[config.mk]
export PLATFORM = sky130hd
export DESIGN_NAME = pc_fetch_pred
export DESIGN_NICKNAME = d
export VERILOG_FILES = /design/src/rtl/pc_fetch_pred.sv
export SDC_FILE = /design/constraint.sdc
export NUM_CORES = 1
export LEC_CHECK = 0
export ABC_AREA = 1
export BUFFER_PORTS_ARGS = -buffer_cell sky130_fd_sc_hd__buf_2
export CORE_MARGIN = 5
export CORE_UTILIZATION = 55
export CTS_CLUSTER_DIAMETER = 150
export DETAILED_ROUTE_END_ITERATION = 8
export PLACE_DENSITY = 0.92
export SYNTH_ARGS = -nofsm -noshare
export SYNTH_HDL_FRONTEND = slang
export SYNTH_SLANG_ARGS = --single-unit
[constraint.sdc]
create_clock -name clk -period 2.56 [get_ports clk]
set_input_delay 0.256 -clock clk [delete_from_list [all_inputs] [get_ports clk]]
set_output_delay 0.256 -clock clk [all_outputs]
set_load 0.03 [all_outputs]
[src/rtl/pc_fetch_pred.sv]
`default_nettype none
// +--------------------------------------------------------------------------+
// | Module   : pc_fetch_pred                                                 |
// | Brief    : IF-stage PC generator with BHT/BTB branch prediction.         |
// |            Define BPRED_EN to build the prediction tables.               |
// | Revision : 1.0                                                           |
// +--------------------------------------------------------------------------+
module pc_fetch_pred #(
   parameter int          IDX_W    = 6,
   parameter logic [31:0] RESET_PC = 32'h0000_0000
) (
   input  logic        clk,
   input  logic        rst,
   input  logic [5:0]  stall,
   input  logic        upd_valid,
   input  logic [31:0] upd_pc,
   input  logic        upd_taken,
   input  logic [31:0] upd_target,
   input  logic        upd_mispredict,
   output logic [31:0] pc,
   output logic        ce,
   output logic        pred_taken,
   output logic [31:0] pred_target
);

   logic [31:0] pc_q, pc_d;
   logic        ce_q, ce_d;
   logic        redirect;
   logic [31:0] redirect_pc;
   logic [31:0] pc_seq;
   logic [29:0] upd_word;
   logic [29:0] tgt_word;

   // Word addresses only: the low two bits of incoming addresses are dropped.
   assign upd_word    = upd_pc[31:2];
   assign tgt_word    = upd_target[31:2];
   assign redirect    = upd_valid & upd_mispredict;
   assign redirect_pc = upd_taken ? {tgt_word, 2'b00} : {upd_word + 30'd1, 2'b00};
   assign pc_seq      = {pc_q[31:2] + 30'd1, 2'b00};

`ifdef BPRED_EN
   localparam int ENTRIES = 2**IDX_W;
   localparam int TAG_W   = 32 - IDX_W - 2;

   logic [1:0]       bht_q        [ENTRIES];
   logic [1:0]       bht_d        [ENTRIES];
   logic             btb_valid_q  [ENTRIES];
   logic             btb_valid_d  [ENTRIES];
   logic [TAG_W-1:0] btb_tag_q    [ENTRIES];
   logic [TAG_W-1:0] btb_tag_d    [ENTRIES];
   logic [29:0]      btb_target_q [ENTRIES];
   logic [29:0]      btb_target_d [ENTRIES];
   logic [IDX_W-1:0] rd_idx;
   logic [IDX_W-1:0] wr_idx;
   logic             hit;
   logic             unused_bits;

   assign rd_idx      = pc_q[IDX_W+1:2];
   assign wr_idx      = upd_pc[IDX_W+1:2];
   assign hit         = btb_valid_q[rd_idx] & (btb_tag_q[rd_idx] == pc_q[31:IDX_W+2]);
   assign pred_taken  = ce_q & hit & bht_q[rd_idx][1];
   assign pred_target = {btb_target_q[rd_idx], 2'b00};
   assign unused_bits = ^{stall[5:1], upd_pc[1:0], upd_target[1:0]};

   always_comb begin
      bht_d        = bht_q;
      btb_valid_d  = btb_valid_q;
      btb_tag_d    = btb_tag_q;
      btb_target_d = btb_target_q;
      if (ce_q && upd_valid) begin
         if (upd_taken) begin
            if (bht_q[wr_idx] != 2'b11) begin
               bht_d[wr_idx] = bht_q[wr_idx] + 2'd1;
            end
            btb_valid_d[wr_idx]  = 1'b1;
            btb_tag_d[wr_idx]    = upd_pc[31:IDX_W+2];
            btb_target_d[wr_idx] = tgt_word;
         end else if (bht_q[wr_idx] != 2'b00) begin
            bht_d[wr_idx] = bht_q[wr_idx] - 2'd1;
         end
      end
   end

   // Tables come up weak not-taken with every BTB entry invalid.
   always_ff @(posedge clk or negedge rst) begin
      if (!rst) begin
         for (int i = 0; i < ENTRIES; i++) begin
            bht_q[i]        <= 2'b01;
            btb_valid_q[i]  <= 1'b0;
            btb_tag_q[i]    <= '0;
            btb_target_q[i] <= '0;
         end
      end else begin
         bht_q        <= bht_d;
         btb_valid_q  <= btb_valid_d;
         btb_tag_q    <= btb_tag_d;
         btb_target_q <= btb_target_d;
      end
   end
`else
   logic unused_bits;

   assign pred_taken  = 1'b0;
   assign pred_target = 32'h0000_0000;
   assign unused_bits = ^{stall[5:1], upd_pc[1:0], upd_target[1:0]};
`endif

   always_comb begin
      ce_d = 1'b1;
      pc_d = pc_q;
      if (!ce_q) begin
         pc_d = RESET_PC;
      end else if (redirect) begin
         pc_d = redirect_pc;
      end else if (stall[0]) begin
         pc_d = pc_q;
      end else if (pred_taken) begin
         pc_d = pred_target;
      end else begin
         pc_d = pc_seq;
      end
   end

   always_ff @(posedge clk or negedge rst) begin
      if (!rst) begin
         pc_q <= RESET_PC;
         ce_q <= 1'b0;
      end else begin
         pc_q <= pc_d;
         ce_q <= ce_d;
      end
   end

   assign pc = pc_q;
   assign ce = ce_q;

endmodule
`default_nettype wire

## Word level (Yosys, flattened, before mapping)

Index checks and enable logic that the tools add are counted.

- Output and inout port bits: 66
- Bits of input ports: 75
- Flip-flop bits (word level): 33

- Bitwise logic cells: 1
- Equality and inequality tests: 1
- Muxes and demuxes: 4
- Add/sub/neg operators: 2

Operators with widths:

| kind | number |
|---|---|
| $mux W32 | 4 |
| $add A30 B1 Y30 const B | 2 |
| $ne A3 B2 Y1 const B | 1 |
| $and A1 B1 Y1 | 1 |

## Logic depth before layout (Yosys ltp)

Gate-level depths: netlist of run 1.

- Word-level depth: 4
- Gate-level depth with buffers: 11

## Least setup slack after synthesis of run 1

OpenSTA, ideal clock, no wires.

- Kind: flip-flop to flip-flop
- Start point: register pc_q[2] (netlist: pc[2])
- End point: register pc_q[22] (netlist: pc[22])
- Setup slack: 789 ps
- Period minus slack after synthesis: 1771 ps
- Path buffers: 0
- Stages on the path, launching flop included: 11
- Arrival time: 1654 ps
- Cell sequence: dfrtp_1 -> ha_1 -> nand3_2 -> nor2_4 -> nand3_2 -> inv_2 -> nand2_1 -> nand2_1 -> nand3_1 -> nand3_1 -> nand2_1

- Word-level cells in the longest chain between the ends: 4

RTL lines:

| element | line | RTL |
|---|---|---|
| start: declaration | 26 | `logic [31:0] pc_q, pc_d;` |
| start signal: assignment | 129 | `pc_q <= pc_d;` |
| $add A30 B1 Y30 | 39 | `assign pc_seq = {pc_q[31:2] + 30'd1, 2'b00};` |
| $mux W32 | 115 | `end else if (stall[0]) begin` |
| $mux W32 | 113 | `end else if (redirect) begin` |
| $mux W32 | 111 | `if (!ce_q) begin` |

No other way between the ends. The select of a mux whose other input is x is not followed.
A chain may end at the register's enable or synchronous reset.

## Worst setup path in the final report of run 1

Same ends and word-level chain as after synthesis.

==> flow_summary_export.csv, run 1 <==
group,metric,value,unit
global_route,grt_pass1_wl,18800,µm
critical_path,crit_path_top_delay_cell,"dfrtp_1",
route,drt-vias-per-instance,5.43,
run_status,status,"completed",
critical_path,path_cells,"ha_1, nand3_2, nor2_4, nand3_2, inv_2, nand2_1, nand2_1, nand3_1, nand3_1, nand2_1",
critical_path,worstSetupStartpointType,"flip-flop",
yosys,yosys.area.top_type_share,24.9,%
timing,fin_ws,0.669,ns
timing,rsz0062_at_grt,"false",
timing,hold_violations,0,
yosys,ys_top_cells_by_count,"251 x nand2_1, 81 x nor2_1, 75 x nand3_1",
critical_path,r2r-end,"pc[22]",
place,hpwl,9240,µm
floorplan,dieArea,8650,µm²
floorplan,design.core.area,6760,µm²
clock_network,clkTransAtPathRegs,0.07,ns
route,vias,4506,
timing,layout_min_cycle_time,1.89,ns
route,drcViolationCount,0,
final_layout,finalNetCount,826,
clock_network,clkLatencyLatePin,0.29,ns
final_layout,syn_to_final_growth,11.2,%
yosys,synth-seq-area-share,20.5,%
place,dpl_worst_slack,0.723,ns
timing,tightest_slew,0.908,ns
final_layout,multi_input_comb_area,2540,µm²
critical_path,crit_buf_inv,1,
critical_path,crit_type,"flip-flop to flip-flop",
clock_network,htree_levels,2,
global_route,grt_overflow,0,
power,p_leak,2.11,nW
global_route,use_met3,3.78,%
route,final_antenna_net_count,0,
route,drt_first_iter_violations,386,
route,post_drt_wl_per_cell,14.2,µm
timing,slew_headroom,39.4,%
floorplan,dieWidth,93.0,µm
critical_path,required,2.74,ns
clock_network,clock_sinks,31,
timing,fin_tns_setup,0,ns
critical_path,endpoint_kind,"flip-flop",
place,io_buffers,96,
power,p_sw_share,41.5,%
global_route,grtUsageMet1,35.5,%
final_layout,diodes,0,
timing,hold_slack,0.00703,ns
yosys,synth_most_common_cell,"nand2_1",
final_layout,layout-drive-gt1-share,19.2,%
global_route,track_usage,27.0,%
final_layout,regArea,776,µm²
critical_path,crit_family,"simple AND/OR/NAND/NOR gates",
clock_network,holdBufCountCts,0,
yosys,synthCells,661,
floorplan,boundaryPins,141,
timing,setup_viol,0,
clock_network,postCtsSetupBuffers,0,
place,gp_congestion,0.959,
clock_network,numCtsBuffers,5,
global_route,antenna_found_initial,0,
place,post_dp_cell_area,4110,µm²
power,internal_power,0.936,mW
timing,max_freq,0.529,GHz
yosys,synth_edf_count,0,
floorplan,initial_core_util,56.1,%
power,cellPowerDensity,380,nW/µm²
power,p_clk_share,27.4,%
power,p_comb_share,34.8,%
power,p_switching,0.664,mW
yosys,synth_seq_cells,31,
global_route,grt_max_degree,56,
clock_network,cts_resized,0,
critical_path,timing.rr.start,"pc[2]",
floorplan,rows,30,
yosys,synthArstFlopShare,100,%
global_route,grt_pass1_vias,4143,
min_path,hold_class,"input port to asynchronous set/reset pin",
power,peakVddDrop,0.000164,V
floorplan,die_h,93.0,µm
timing,finalCritPeriodShare,73.9,%
route,routed_wl,11800,µm
clock_network,clock_path_buffers,2,
yosys,ys_top_cells_by_area,"nand2_1 25%, dfrtp_1 20%, nand3_1 9.9%",
yosys,synth.cell_area,3790,µm²
run,max-cap-violations,0,
yosys,yosysUniqueCellTypes,32,
timing,skew,0.00783,ns
final_layout,stdcell_area,4210,µm²
global_route,use_met2,44.2,%
clock_network,root_buffer,"clkbuf_8",
critical_path,crit_path_frequent_cell,"nand2_1",
critical_path,r2r_slack,0.67,ns
yosys,synth_top_area_cell,"nand2_1",
route,dr.pass1.iters,6,
timing,slew_violations,0,
clock_network,cts_tree,"yes",
global_route,top_usage_layer,"met2",
critical_path,crit_path_max_fanout,8,
power,seqPwrFrac,37.8,%
critical_path,r2r_cells,10,
critical_path,crit_arrival,2.07,ns
yosys,ys_dominant_reg_cell,"dfrtp_1",
critical_path,critPathMaxStageDelay,0.53,ns
yosys,synth_area_per_cell,5.73,µm²
yosys,yosys_warnings,0,
final_layout,nFillCells,683,
area by class of cell:
cell class | count | area share (%)
multi-input cells | 562 | 60.4
flip-flops and latches | 31 | 18.4
repair buffers | 99 | 11.9
inverters | 50 | 4.46
well taps | 80 | 2.38
clock buffers | 7 | 2.29
clock inverters | 1 | 0.178
logic make-up after synthesis:
family | Yosys count | synth area share, %
and+or+nand+nor | 445 | 50.9
buffers and inverters | 102 | 15.8
AOI/OAI and AO/OA | 67 | 9.18
DFF | 31 | 20.5
xor gates and xnor gates | 12 | 2.78
adders and majority gates | 2 | 0.661
other | 2 | 0.198
layer usage:
| layer | vias to the layer above | wire [µm] |
|---|---|---|
| li1 | 2203 | - |
| met1 | 1989 | 4770 |
| met2 | 270 | 5440 |
| met3 | 44 | 1140 |
| met4 | 0 | 425 |
| met5 | - | 0 |
metrics by stage:
step           util [%]  total power [mW]  cells
2_1_floorplan         -              1.02    695
3_3_place_gp       60.8              1.14    822
3_5_place_dp       60.8              1.16    822
4_1_cts            62.4              1.60    830
5_1_grt            62.4              1.68    830
6_report           62.4              1.60    830
power groups by stage:
stage,clock (mW),combinational (mW),sequential (mW)
after global routing,0.456,0.612,0.610
after detailed placement,0,0.549,0.609
final,0.438,0.557,0.605
after CTS,0.443,0.551,0.601
after floorplan,0,0.344,0.678
after global placement,0,0.538,0.606
layout by cell type (no fill, tap or decap), drive strengths merged, types with 3 or more instances in the layout:
cell type	synthesis	layout
xor2	8	8
nor3	3	3
nor2	97	97
buf	45	99
clkbuf	7	7
or2	3	3
o21ai	30	30
nand2	260	260
nand3	78	78
conb	2	36
xnor2	4	4
dfrtp	31	31
inv	50	50
a21oi	33	33
worst max-delay path by stage:
| stage | startpoint | slack (ns) | depth (start not counted) | endpoint |
|---|---|---|---|---|
| floorplan | pc[2] | 0.79 | 10 | pc[22] |
| global route | pc[2] | 0.48 | 10 | pc[22] |
| global placement | pc[2] | 0.78 | 10 | pc[20] |
| CTS | pc[2] | 0.70 | 10 | pc[22] |
| detailed placement | pc[2] | 0.72 | 10 | pc[22] |
| finish | pc[2] | 0.67 | 10 | pc[22] |
flip-flops by register name (all words and copies together) (netlist names):
register,count
pc,30
ce,1
(Power assumes the default switching activity.)
==> run 2: changes to the inputs <==
--- a/config.mk
+++ b/config.mk
@@ -8,10 +8,10 @@
 export ABC_AREA = 1
 export BUFFER_PORTS_ARGS = -buffer_cell sky130_fd_sc_hd__buf_2
 export CORE_MARGIN = 5
-export CORE_UTILIZATION = 55
+export CORE_UTILIZATION = 51
 export CTS_CLUSTER_DIAMETER = 150
 export DETAILED_ROUTE_END_ITERATION = 8
-export PLACE_DENSITY = 0.92
+export PLACE_DENSITY = 0.86
 export SYNTH_ARGS = -nofsm -noshare
 export SYNTH_HDL_FRONTEND = slang
 export SYNTH_SLANG_ARGS = --single-unit
==> constraint.sdc (replaced) <==
create_clock -name clk -period 1.85 [get_ports clk]
set_input_delay 0.185 -clock clk [delete_from_list [all_inputs] [get_ports clk]]
set_output_delay 0.185 -clock clk [all_outputs]
set_load 0.03 [all_outputs]
==> flow_summary_export.csv, run 2 (same netlist as run 1, synthesis figures left out) <==
group,metric,value,unit
place,gp_congestion,1.06,
timing,hold_violations,0,
final_layout,final_cell_mix,"251 x nand2_1, 96 x buf_2, 81 x nor2_1",
clock_network,postCtsSetupBuffers,0,
clock_network,holdBufCountCts,1,
final_layout,stdcell_area,4290,µm²
clock_network,root_buffer,"clkbuf_8",
global_route,antenna_found_initial,0,
critical_path,crit_type,"flip-flop to flip-flop",
floorplan,dieArea,9250,µm²
clock_network,htree_levels,2,
global_route,track_usage,27.0,%
place,dp.cells,847,
final_layout,largest_reg_flops,30,
global_route,grt_pass1_vias,4169,
power,peakVddDrop,0.000250,V
final_layout,layout_commonest_cell,"nand2_1",
run,max-cap-violations,0,
timing,layout_min_cycle_time,1.67,ns
final_layout,syn_to_final_growth,13.4,%
route,post_drt_wl_per_cell,14.0,µm
critical_path,worstSetupStartpointType,"flip-flop",
timing,rsz0062_at_grt,"false",
clock_network,numCtsBuffers,5,
floorplan,initial_core_util,52.2,%
timing,finalCritPeriodShare,90.2,%
clock_network,clkTransAtPathRegs,0.07,ns
floorplan,dieWidth,96.2,µm
place,post_dp_cell_area,4200,µm²
timing,setup_viol,0,
critical_path,path_cells,"nand2_1, nor2_1, nand2_1, nor2_1, nand3_1, nand2_1, nand2_1, nand3_1, nand2_1",
floorplan,die_h,96.2,µm
timing,skew,0.00651,ns
floorplan,rows,31,
power,finalPower,2.16,mW
min_path,hold_class,"input port to flip-flop",
route,drcViolationCount,0,
clock_network,cts_resized,0,
clock_network,clock_sinks,31,
critical_path,critPathMaxStageDelay,0.48,ns
final_layout,finalNetCount,833,
global_route,grt_pass1_wl,19400,µm
clock_network,clock_path_buffers,2,
power,cellPowerDensity,503,nW/µm²
route,final_antenna_net_count,0,
floorplan,boundaryPins,141,
critical_path,endpoint_kind,"flip-flop",
global_route,grt_max_degree,56,
place,io_buffers,96,
route,routed_wl,12000,µm
final_layout,layout-drive-gt1-share,19.6,%
clock_network,cts_tree,"yes",
timing,fin_tns_setup,0,ns
run_status,status,"completed",
clock_network,clkLatencyLatePin,0.29,ns
route,drt_first_iter_violations,264,
timing,slew_violations,0,
route,drt-vias-per-instance,5.18,
final_layout,finalNonFillerCells,856,
timing,slew_headroom,52.3,%
final_layout,diodes,0,
timing,hold_slack,0.208,ns
timing,max_freq,0.599,GHz
timing,tightest_slew,0.715,ns
critical_path,required,2.03,ns
global_route,grt_overflow,0,
critical_path,crit_path_frequent_cell,"nand2_1",
route,vias,4430,
critical_path,crit_arrival,1.85,ns
route,dr.pass1.iters,5,
critical_path,crit_path_max_fanout,5,
critical_path,crit_path_top_delay_cell,"dfrtp_1",
floorplan,design.core.area,7250,µm²
power,p_leak,2.14,nW
place,hpwl,9600,µm
## run 2: cell types whose count changed in the layout (fill, tap and decap cells not counted)
cell,before,now
buf_12,0,2
clkbuf_1,0,2
buf_4,3,7
clkinv_2,0,1
clkbuf_8,7,5
clkinvlp_4,1,0
dlygate4sd3_1,0,1
## run 2: power breakdown
group          total (mW)  switching [mW]  internal [mW]
clock network       0.534           0.271          0.264
registers           0.826          0.0904          0.736
logic               0.798           0.557          0.240
## run 2: path summary, 6_finish.rpt
kind                           startpoint  endpoint  slack (ns)  depth (start not counted)
min reg2reg                        pc[31]    pc[31]        0.54                          2
max in group asynchronous             rst    pc[27]        0.90                          2
min in group asynchronous             rst    pc[11]        0.48                          2
max                                pc[11]    pc[29]        0.18                          9
min                        upd_target[14]    pc[14]        0.21                          5
max reg2reg                        pc[11]    pc[29]        0.18                          9
## run 2: cell type report
| cell class | count | area (µm²) |
|---|---|---|
| clock inverters | 1 | 5.00 |
| repair buffers | 106 | 583 |
| flip-flops and latches | 31 | 776 |
| clock buffers | 7 | 76.3 |
| well taps | 99 | 124 |
| fillers | 738 | 2960 |
| inverters | 50 | 188 |
| multi-input cells | 562 | 2540 |
## run 2: metrics by stage
| stage | utilization, % | setup slack (ns) |
|---|---|---|
| after floorplan | - | 0.0789 |
| after global placement | 57.9 | 0.209 |
| after detailed placement | 57.9 | 0.176 |
| after CTS | 59.2 | 0.212 |
| after global routing | 59.2 | 0.0199 |
| final | 59.2 | 0.181 |
## run 2: critical path: cells and delay by family (launching register included)
family / cells / cell delay [ns]
flops: 1 / 0.48
simple gates: 9 / 1.09
## run 2: layer usage
metal / track usage, % / wire length [µm] / vias to the layer above / part of all wire, %
met2: 44.6 / 5560 / 212 / 46
met3: 4.07 / 1020 / 35 / 8.5
li1: - / - / 2213 / -
met5: 0 / 0 / - / 0
met4: 11.8 / 415 / 0 / 3.5
met1: 34.8 / 4970 / 1970 / 42
